### src/rtl/mdu_ctrl_if.sv
// MDU_CTRL pipeline-side interface: issue controls, status and HI/LO outputs.
// The pipeline drives the master modport; mdu_ctrl uses the slave modport.
interface mdu_ctrl_if;
  logic        start;
  logic [2:0]  op;
  logic [31:0] a;
  logic [31:0] b;
  logic        rd_hilo;
  logic        busy;
  logic        stall;
  logic        done;
  logic [31:0] hi;
  logic [31:0] lo;

  modport master (
    output start, op, a, b, rd_hilo,
    input  busy, stall, done, hi, lo
  );

  modport slave (
    input  start, op, a, b, rd_hilo,
    output busy, stall, done, hi, lo
  );
endinterface

### src/rtl/mdu_ctrl.sv
// MDU_CTRL: MIPS-style multiply/divide unit with HI/LO registers.
// Iterative radix-2 multiply and restoring divide, 33 cycles from issue to
// HI/LO write. Optional macro MDU_FAST_MULT_EN: mult/multu use a
// combinational 64-bit product written at the issue edge.
module mdu_ctrl (
  input  logic       clk,
  input  logic       reset,
  mdu_ctrl_if.slave  bus
);

  typedef enum logic [1:0] {
    IDLE,
    RUN,
    FIX
  } state_t;

  localparam logic [2:0] OP_MULT  = 3'b000;
  localparam logic [2:0] OP_MULTU = 3'b001;
  localparam logic [2:0] OP_DIV   = 3'b010;
  localparam logic [2:0] OP_DIVU  = 3'b011;
  localparam logic [2:0] OP_MTHI  = 3'b100;
  localparam logic [2:0] OP_MTLO  = 3'b101;

  state_t      state_q, state_d;
  logic [4:0]  cnt_q;
  logic [63:0] acc_q;     // mult: {partial, multiplier}; div: {remainder, quotient}
  logic [31:0] dvs_q;     // multiplicand or divisor magnitude
  logic        is_div_q;
  logic        neg_hi_q;  // product sign (mult) or remainder sign (div)
  logic        neg_lo_q;  // quotient sign
  logic        divz_q;
  logic [31:0] hi_q, lo_q;
  logic        done_q;

  logic        busy;
  logic        sgn;
  logic        iter_op;
  logic        load_en;
  logic [31:0] abs_a, abs_b;

  logic [32:0] mul_sum;
  logic [63:0] mul_next;
  logic [32:0] div_shift;
  logic        div_ge;
  logic [31:0] div_diff;
  logic [63:0] div_next;
  logic [63:0] acc_neg;
  logic [31:0] quo_neg, rem_neg;

`ifdef MDU_FAST_MULT_EN
  logic [63:0] ext_a, ext_b;
  logic [63:0] fast_prod;
`endif

  assign busy      = (state_q != IDLE);
  assign bus.busy  = busy;
  assign bus.stall = busy & (bus.rd_hilo | bus.start);
  assign bus.done  = done_q;
  assign bus.hi    = hi_q;
  assign bus.lo    = lo_q;

  // Operand magnitudes: op[0] clear selects the signed variant
  always_comb begin
    sgn   = ~bus.op[0];
    abs_a = (sgn & bus.a[31]) ? (32'd0 - bus.a) : bus.a;
    abs_b = (sgn & bus.b[31]) ? (32'd0 - bus.b) : bus.b;
`ifdef MDU_FAST_MULT_EN
    iter_op = (bus.op == OP_DIV) || (bus.op == OP_DIVU);
`else
    iter_op = (bus.op == OP_MULT) || (bus.op == OP_MULTU) ||
              (bus.op == OP_DIV)  || (bus.op == OP_DIVU);
`endif
    load_en = (state_q == IDLE) & bus.start & iter_op;
  end

`ifdef MDU_FAST_MULT_EN
  // Full-width product; low 64 bits of sign/zero-extended operands
  always_comb begin
    ext_a     = bus.op[0] ? {32'd0, bus.a} : {{32{bus.a[31]}}, bus.a};
    ext_b     = bus.op[0] ? {32'd0, bus.b} : {{32{bus.b[31]}}, bus.b};
    fast_prod = ext_a * ext_b;
  end
`endif

  // One iteration of shift-add multiply and restoring divide, plus sign fixes
  always_comb begin
    mul_sum   = {1'b0, acc_q[63:32]} + (acc_q[0] ? {1'b0, dvs_q} : 33'd0);
    mul_next  = {mul_sum, acc_q[31:1]};
    div_shift = acc_q[63:31];
    div_ge    = (div_shift >= {1'b0, dvs_q});
    div_diff  = div_shift[31:0] - dvs_q;
    div_next  = {(div_ge ? div_diff : div_shift[31:0]), acc_q[30:0], div_ge};
    acc_neg   = 64'd0 - acc_q;
    quo_neg   = 32'd0 - acc_q[31:0];
    rem_neg   = 32'd0 - acc_q[63:32];
  end

  // State register
  always_ff @(posedge clk or posedge reset) begin
    if (reset) state_q <= IDLE;
    else       state_q <= state_d;
  end

  // Next-state logic
  always_comb begin
    state_d = state_q;
    case (state_q)
      IDLE:    if (load_en) state_d = RUN;
      RUN:     if (cnt_q == 5'd31) state_d = FIX;
      FIX:     state_d = IDLE;
      default: state_d = IDLE;
    endcase
  end

  // Datapath: operand latch, iteration, HI/LO writes and done pulse
  always_ff @(posedge clk or posedge reset) begin
    if (reset) begin
      cnt_q    <= '0;
      acc_q    <= '0;
      dvs_q    <= '0;
      is_div_q <= 1'b0;
      neg_hi_q <= 1'b0;
      neg_lo_q <= 1'b0;
      divz_q   <= 1'b0;
      hi_q     <= '0;
      lo_q     <= '0;
      done_q   <= 1'b0;
    end else begin
      done_q <= 1'b0;
      case (state_q)
        IDLE: begin
          if (load_en) begin
            acc_q    <= {32'd0, abs_a};
            dvs_q    <= abs_b;
            is_div_q <= bus.op[1];
            neg_hi_q <= bus.op[1] ? (sgn & bus.a[31]) : (sgn & (bus.a[31] ^ bus.b[31]));
            neg_lo_q <= sgn & (bus.a[31] ^ bus.b[31]);
            divz_q   <= bus.op[1] & (bus.b == 32'd0);
            cnt_q    <= '0;
          end else if (bus.start) begin
            case (bus.op)
`ifdef MDU_FAST_MULT_EN
              OP_MULT, OP_MULTU: begin
                hi_q   <= fast_prod[63:32];
                lo_q   <= fast_prod[31:0];
                done_q <= 1'b1;
              end
`endif
              OP_MTHI: hi_q <= bus.a;
              OP_MTLO: lo_q <= bus.a;
              default: ;
            endcase
          end
        end
        RUN: begin
          acc_q <= is_div_q ? div_next : mul_next;
          if (cnt_q != 5'd31) cnt_q <= cnt_q + 5'd1;
        end
        FIX: begin
          // Divide by zero leaves all-ones quotient; remainder recovers a
          if (is_div_q) begin
            lo_q <= divz_q ? '1 : (neg_lo_q ? quo_neg : acc_q[31:0]);
            hi_q <= neg_hi_q ? rem_neg : acc_q[63:32];
          end else begin
            hi_q <= neg_hi_q ? acc_neg[63:32] : acc_q[63:32];
            lo_q <= neg_hi_q ? acc_neg[31:0]  : acc_q[31:0];
          end
          done_q <= 1'b1;
        end
        default: ;
      endcase
    end
  end

endmodule

### src/flat_wrapper.sv
// flat-port wrapper written by rule: the top's interface ports become plain ports
module mdu_ctrl_flat 
  (clk, reset, bus_start, bus_op, bus_a, bus_b, bus_rd_hilo, bus_busy, bus_stall, bus_done, bus_hi, bus_lo);
  mdu_ctrl_if bus_i ();
  input  logic clk;
  input  logic reset;
  input wire logic [$bits(bus_i.start)-1:0] bus_start;
  input wire logic [$bits(bus_i.op)-1:0] bus_op;
  input wire logic [$bits(bus_i.a)-1:0] bus_a;
  input wire logic [$bits(bus_i.b)-1:0] bus_b;
  input wire logic [$bits(bus_i.rd_hilo)-1:0] bus_rd_hilo;
  output wire logic [$bits(bus_i.busy)-1:0] bus_busy;
  output wire logic [$bits(bus_i.stall)-1:0] bus_stall;
  output wire logic [$bits(bus_i.done)-1:0] bus_done;
  output wire logic [$bits(bus_i.hi)-1:0] bus_hi;
  output wire logic [$bits(bus_i.lo)-1:0] bus_lo;
  assign bus_i.start = bus_start;
  assign bus_i.op = bus_op;
  assign bus_i.a = bus_a;
  assign bus_i.b = bus_b;
  assign bus_i.rd_hilo = bus_rd_hilo;
  assign bus_busy = bus_i.busy;
  assign bus_stall = bus_i.stall;
  assign bus_done = bus_i.done;
  assign bus_hi = bus_i.hi;
  assign bus_lo = bus_i.lo;
  mdu_ctrl u_core (.clk(clk), .reset(reset), .bus(bus_i));
endmodule
### config.mk
export PLATFORM = sky130hd
export DESIGN_NAME = mdu_ctrl_flat
export DESIGN_NICKNAME = d
export VERILOG_FILES = /design/src/rtl/mdu_ctrl_if.sv /design/src/rtl/mdu_ctrl.sv /design/src/flat_wrapper.sv
export SDC_FILE = /design/constraint.sdc
export NUM_CORES = 1
export LEC_CHECK = 0
export BUFFER_PORTS_ARGS = -buffer_cell sky130_fd_sc_hd__buf_4
export CAP_MARGIN = 25
export CORE_MARGIN = 3
export CORE_UTILIZATION = 55
export DETAILED_ROUTE_END_ITERATION = 8
export PLACE_DENSITY = 0.75
export SETUP_SLACK_MARGIN = 0.05
export SLEW_MARGIN = 20
export SYNTH_ARGS = -nofsm -noshare
export SYNTH_HDL_FRONTEND = slang
export SYNTH_SLANG_ARGS = --single-unit
### constraint.sdc
create_clock -name clk -period 15.6 [get_ports clk]
set_clock_uncertainty 0.1 [all_clocks]
set_input_delay 2.34 -clock clk [delete_from_list [all_inputs] [get_ports clk]]
set_output_delay 2.34 -clock clk [all_outputs]
set_load 0.02 [all_outputs]
; ---- Word-level counts from Yosys, hierarchy flattened
; Index checks and enable logic that the tools add are counted.
[classes]
div = 0
bitwise_logic = 10
add_sub_neg = 8
n_shift = 0
magnitude_cmp = 1
n_mux = 30
reduce_logical = 15
n_eq_ne = 16
n_mul = 0
[ops]
columns = op, count
row1 = 32-bit 2-to-1 mux, 17
row2 = 64-bit 2-to-1 mux, 2
row3 = 32-bit case mux with 2 select lines, 2
row4 = 64-bit case mux with 2 select lines, 1
row5 = "1-bit by 32-bit subtractor with 32-bit output, first input constant", 4
row6 = "1-bit by 64-bit subtractor with 64-bit output, first input constant", 1
row7 = 32-bit by 33-bit adder with 33-bit output, 1
row8 = 33-bit by 32-bit greater-or-equal comparator with 1-bit output, 1
row9 = 32-bit zero test, 1
row10 = 32-bit subtractor, 1
row11 = 5-bit 2-to-1 mux, 2
row12 = 5-bit case mux with 2 select lines, 1
row13 = "2-bit inequality test, second input constant", 4
row14 = 4-bit AND reduction, 2
row15 = 1-bit bitwise AND, 7
row16 = "3-bit by 2-bit == test with 1-bit output, second input constant", 2
row17 = "3-bit == test, second input constant", 2
row18 = "2-bit by 1-bit inequality test with 1-bit output, second input constant", 3
row19 = 2-bit AND reduction, 3
row20 = 2-bit nonzero test, 3
row21 = "5-bit by 1-bit adder with 5-bit output, second input constant", 1
row22 = "5-bit == test, second input constant", 1
row23 = "5-bit inequality test, second input constant", 1
row24 = 2-bit 2-to-1 mux, 2
row25 = other kinds (12), 15
[totals]
ram_bits = 0
mem_bits_ro = 0
word_cells = 91
memories = 0
register_bits = 172
latchBits = 0

; ---- Logic depth before layout (Yosys ltp)
[depth]
ltp_word = 7
depth_mapped = 14
ltp_nobuf = 13

; ---- Worst setup path after synthesis
; Ideal clock, no wire load.
[synth_path]
kind = input -> output
start = input port bus_start
end = output port bus_stall
setup_slack_ns = 10.584
path_stages = 1
arrival_ns = 2.576
required_time_ns = 13.160
n_path_buf = 0
path_cell_list = o21a_1
[synth_between]
elab_chain_len = 2
[synth_lines]
columns = item, line
row1 = start: declaration, flat_wrapper.sv:7  ; input wire logic [$bits(bus_i.start)-1:0] bus_start;
row2 = 1-bit bitwise OR, mdu_ctrl.sv:57  ; assign bus.stall = busy & (bus.rd_hilo | bus.start);
row3 = 1-bit bitwise AND, mdu_ctrl.sv:57
row4 = end: declaration, flat_wrapper.sv:13  ; output wire logic [$bits(bus_i.stall)-1:0] bus_stall;
; No other way between the ends.

; ---- Final worst setup path
; Ends and elaborated chain as after synthesis.

==> results_dict.tcl <==
set metrics [dict create \
    vias_per_cell 6.43 \
    synth_fp_nets 2003 \
    io_buffers 137 \
    met1_usage 0.414 \
    cap_viol_max_count 0 \
    ys_ff_latch 172 \
    top_usage_layer "met2" \
    ant_nets 0 \
    cts_made_buffers 17 \
    fin_crit_sh 0.335 \
    layout_common_cells "nand2_1 (219), o21ai_0 (213), dfrtp_1 (171), buf_4 (157), nor2_1 (151)" \
    slew_violations 0 \
    min_path_type "flip-flop to flip-flop" \
    worst_setup_path_start_kind "input port" \
    reg2reg_depth 13 \
    antennaDiodeCount 0 \
    final_hold_viol_count 0 \
    clock_path_buffers 2 \
    num_vias 14500 \
    cts_hold_buffers 0 \
    final_common_cell "nand2_1" \
    clkTransAtPathRegs_ns 0.07 \
    peakVddDrop_uv 105 \
    crit_path_end_kind "output pin" \
    synth.avg_cell_area_um2 7.83 \
    use_met2 0.537 \
    cts_htree_levels 4 \
    rsz0062_at_grt "no" \
    drt_iter0_drc 1404 \
    gp_congestion 0.958 \
    grt_max_degree 85 \
    finalSetupViolCount 0 \
    dieArea_mm2 0.0285 \
    area_growth_pct 11.8 \
    worstPathRequired_ns 13.16 \
    synth_edf_count 0 \
    fill_cells 2326 \
    p_leak_nw 7.11 \
    whs_path_depth 2 \
    grt_pass1_vias 13800 \
    syn_area_mm2 0.0146 \
    holdCritStartpoint "u_core.dvs_q[23]$_DFFE_PP0P_" \
    cts_tree "built" \
    die_y_um 169 \
    r2r-start "u_core.acc_q[0]$_DFFE_PP0P_" \
    ys_warn_count 0 \
    whs_endpoint "u_core.dvs_q[23]$_DFFE_PP0P_" \
    drive_gt1_frac 0.121 \
    power-per-cell-area_mw_per_mm2 236 \
    wl_per_cell_um 20.2 \
    ios 138 \
    r2r_slack_ns 10.98 \
    maxSlewHeadroom 0.302 \
    drt_first_pass_iters 5 \
    drt_wl_total_um 45600 \
    synth_cells 1860 \
    ys_seq_area_frac 0.296 \
    cts_sinks 172 \
    r2r_end "u_core.acc_q[59]$_DFFE_PP0P_" \
    fmax_mhz 192 \
    clk-insertion-delay-late_ns 0.44 \
    period_needed_ns 5.22 \
    ctsRootBufferMaster "clkbuf_16" \
    grt_first_pass_wirelength_um 73100 \
    cp-startpoint "bus_start" \
    worstMarginPinSlew_ns 1.04 \
    crit_arrival_ns 2.78 \
    antenna_found_initial 0 \
    synth.distinct_cells 76 \
    die_w_um 169 \
    cts_setup_buffers 0 \
    synth_ff_type "dfrtp_1" \
    met3_usage 0.0346 \
    synthArstFlopShare 1.00 \
    final_util 0.636 \
    row_count 58 \
    drc 0 \
    criticalPathCategory "input port to output pin" \
    tns_ns 0 \
    grtUsageTotal 0.314 \
    start_util 0.569 \
    hpwl_um 33300 \
    core_mm2 0.0256 \
    final_nets 2056 \
    status "complete, no violations" \
    cts_resized 0 \
    overflow 0 \
    cp_max_fo 4 \
]
area by class of cell:
type	count	area [µm²]	area share
clock buffers	18	429	0.0264
clock inverters	14	156	0.00960
inverters	64	245	0.0151
multi-input cells	1501	9560	0.587
flip-flops and latches	172	4310	0.264
well taps	330	413	0.0254
repair buffers	157	1180	0.0724
report_power, final:
part	switching, mW	internal [mW]
clock network	0.218	0.215
logic	1.46	1.01
registers	0.288	0.647
total	1.97	1.88
critical path, cell delays in order:
cell,delay (ns)
buf_4,0.12
o21a_1,0.17
buf_4,0.15
how the worst max path moves through the flow:
stage / to / slack, ns
floorplan: u_core.acc_q[0]$_DFFE_PP0P_ / 8.50
global placement: bus_stall / 10.38
detailed placement: bus_stall / 10.38
CTS: bus_stall / 10.38
global route: bus_stall / 10.36
finish: bus_stall / 10.38
cells by family after synthesis:
logic type	after synthesis	share of synthesized area
AOI/OAI and AO/OA	612	0.258
xor gates and xnor gates	142	0.0854
adders and majority gates	72	0.0629
buffers and inverters	187	0.0496
DFF	172	0.296
muxes	76	0.0529
and+or+nand+nor	599	0.195
metal layers:
layer	vias up	wire length (µm)
met4	0	1420
met3	108	3340
li1	6828	-
met5	-	0
met1	6894	18900
met2	670	21900
through the flow:
step / hold WS [ns] / cells / total power, mW / instance area, µm² / setup slack [ns]
CTS: 0.388 / 2256 / 3.80 / 16300 / 10.38
global placement: 0.362 / 2224 / 3.31 / 15700 / 10.38
detailed placement: 0.371 / 2224 / 3.35 / 15700 / 10.38
finish: 0.383 / 2256 / 3.84 / 16300 / 10.38
floorplan: 0.345 / 1860 / 2.67 / 14600 / 8.50
global route: 0.411 / 2256 / 4.14 / 16300 / 10.36
state kept, by name (all words and copies together), names as in the netlist:
name,cells
u_core.divz_q,1
u_core.state_q,2
u_core.bus.lo,32
u_core.bus.done,1
u_core.dvs_q,32
u_core.is_div_q,1
u_core.neg_lo_q,1
u_core.acc_q,64
u_core.neg_hi_q,1
u_core.bus.hi,32
u_core.cnt_q,5
cells in the mapped netlist (13+ instances only):
master	n	area, µm²
nor3_1	31	155
nand2_1	219	822
buf_1	17	63.8
nor2b_1	27	169
ha_1	70	876
o21ai_0	214	1070
xnor2_1	95	832
xor2_1	47	412
a31oi_1	39	244
o31ai_1	21	158
o211ai_1	35	263
a21oi_1	141	706
inv_1	64	240
nand3_1	37	185
mux2i_1	68	681
o41ai_1	14	123
nand2b_1	13	81.3
dfrtp_1	172	4300
or3_1	26	163
and3_1	14	87.6
clkbuf_1	100	375
a22oi_1	20	150
nand4_1	15	93.8
nor2_1	152	571
nor4_1	15	93.8
a21o_1	28	210
Note: power is estimated with default switching activity, not from simulation.
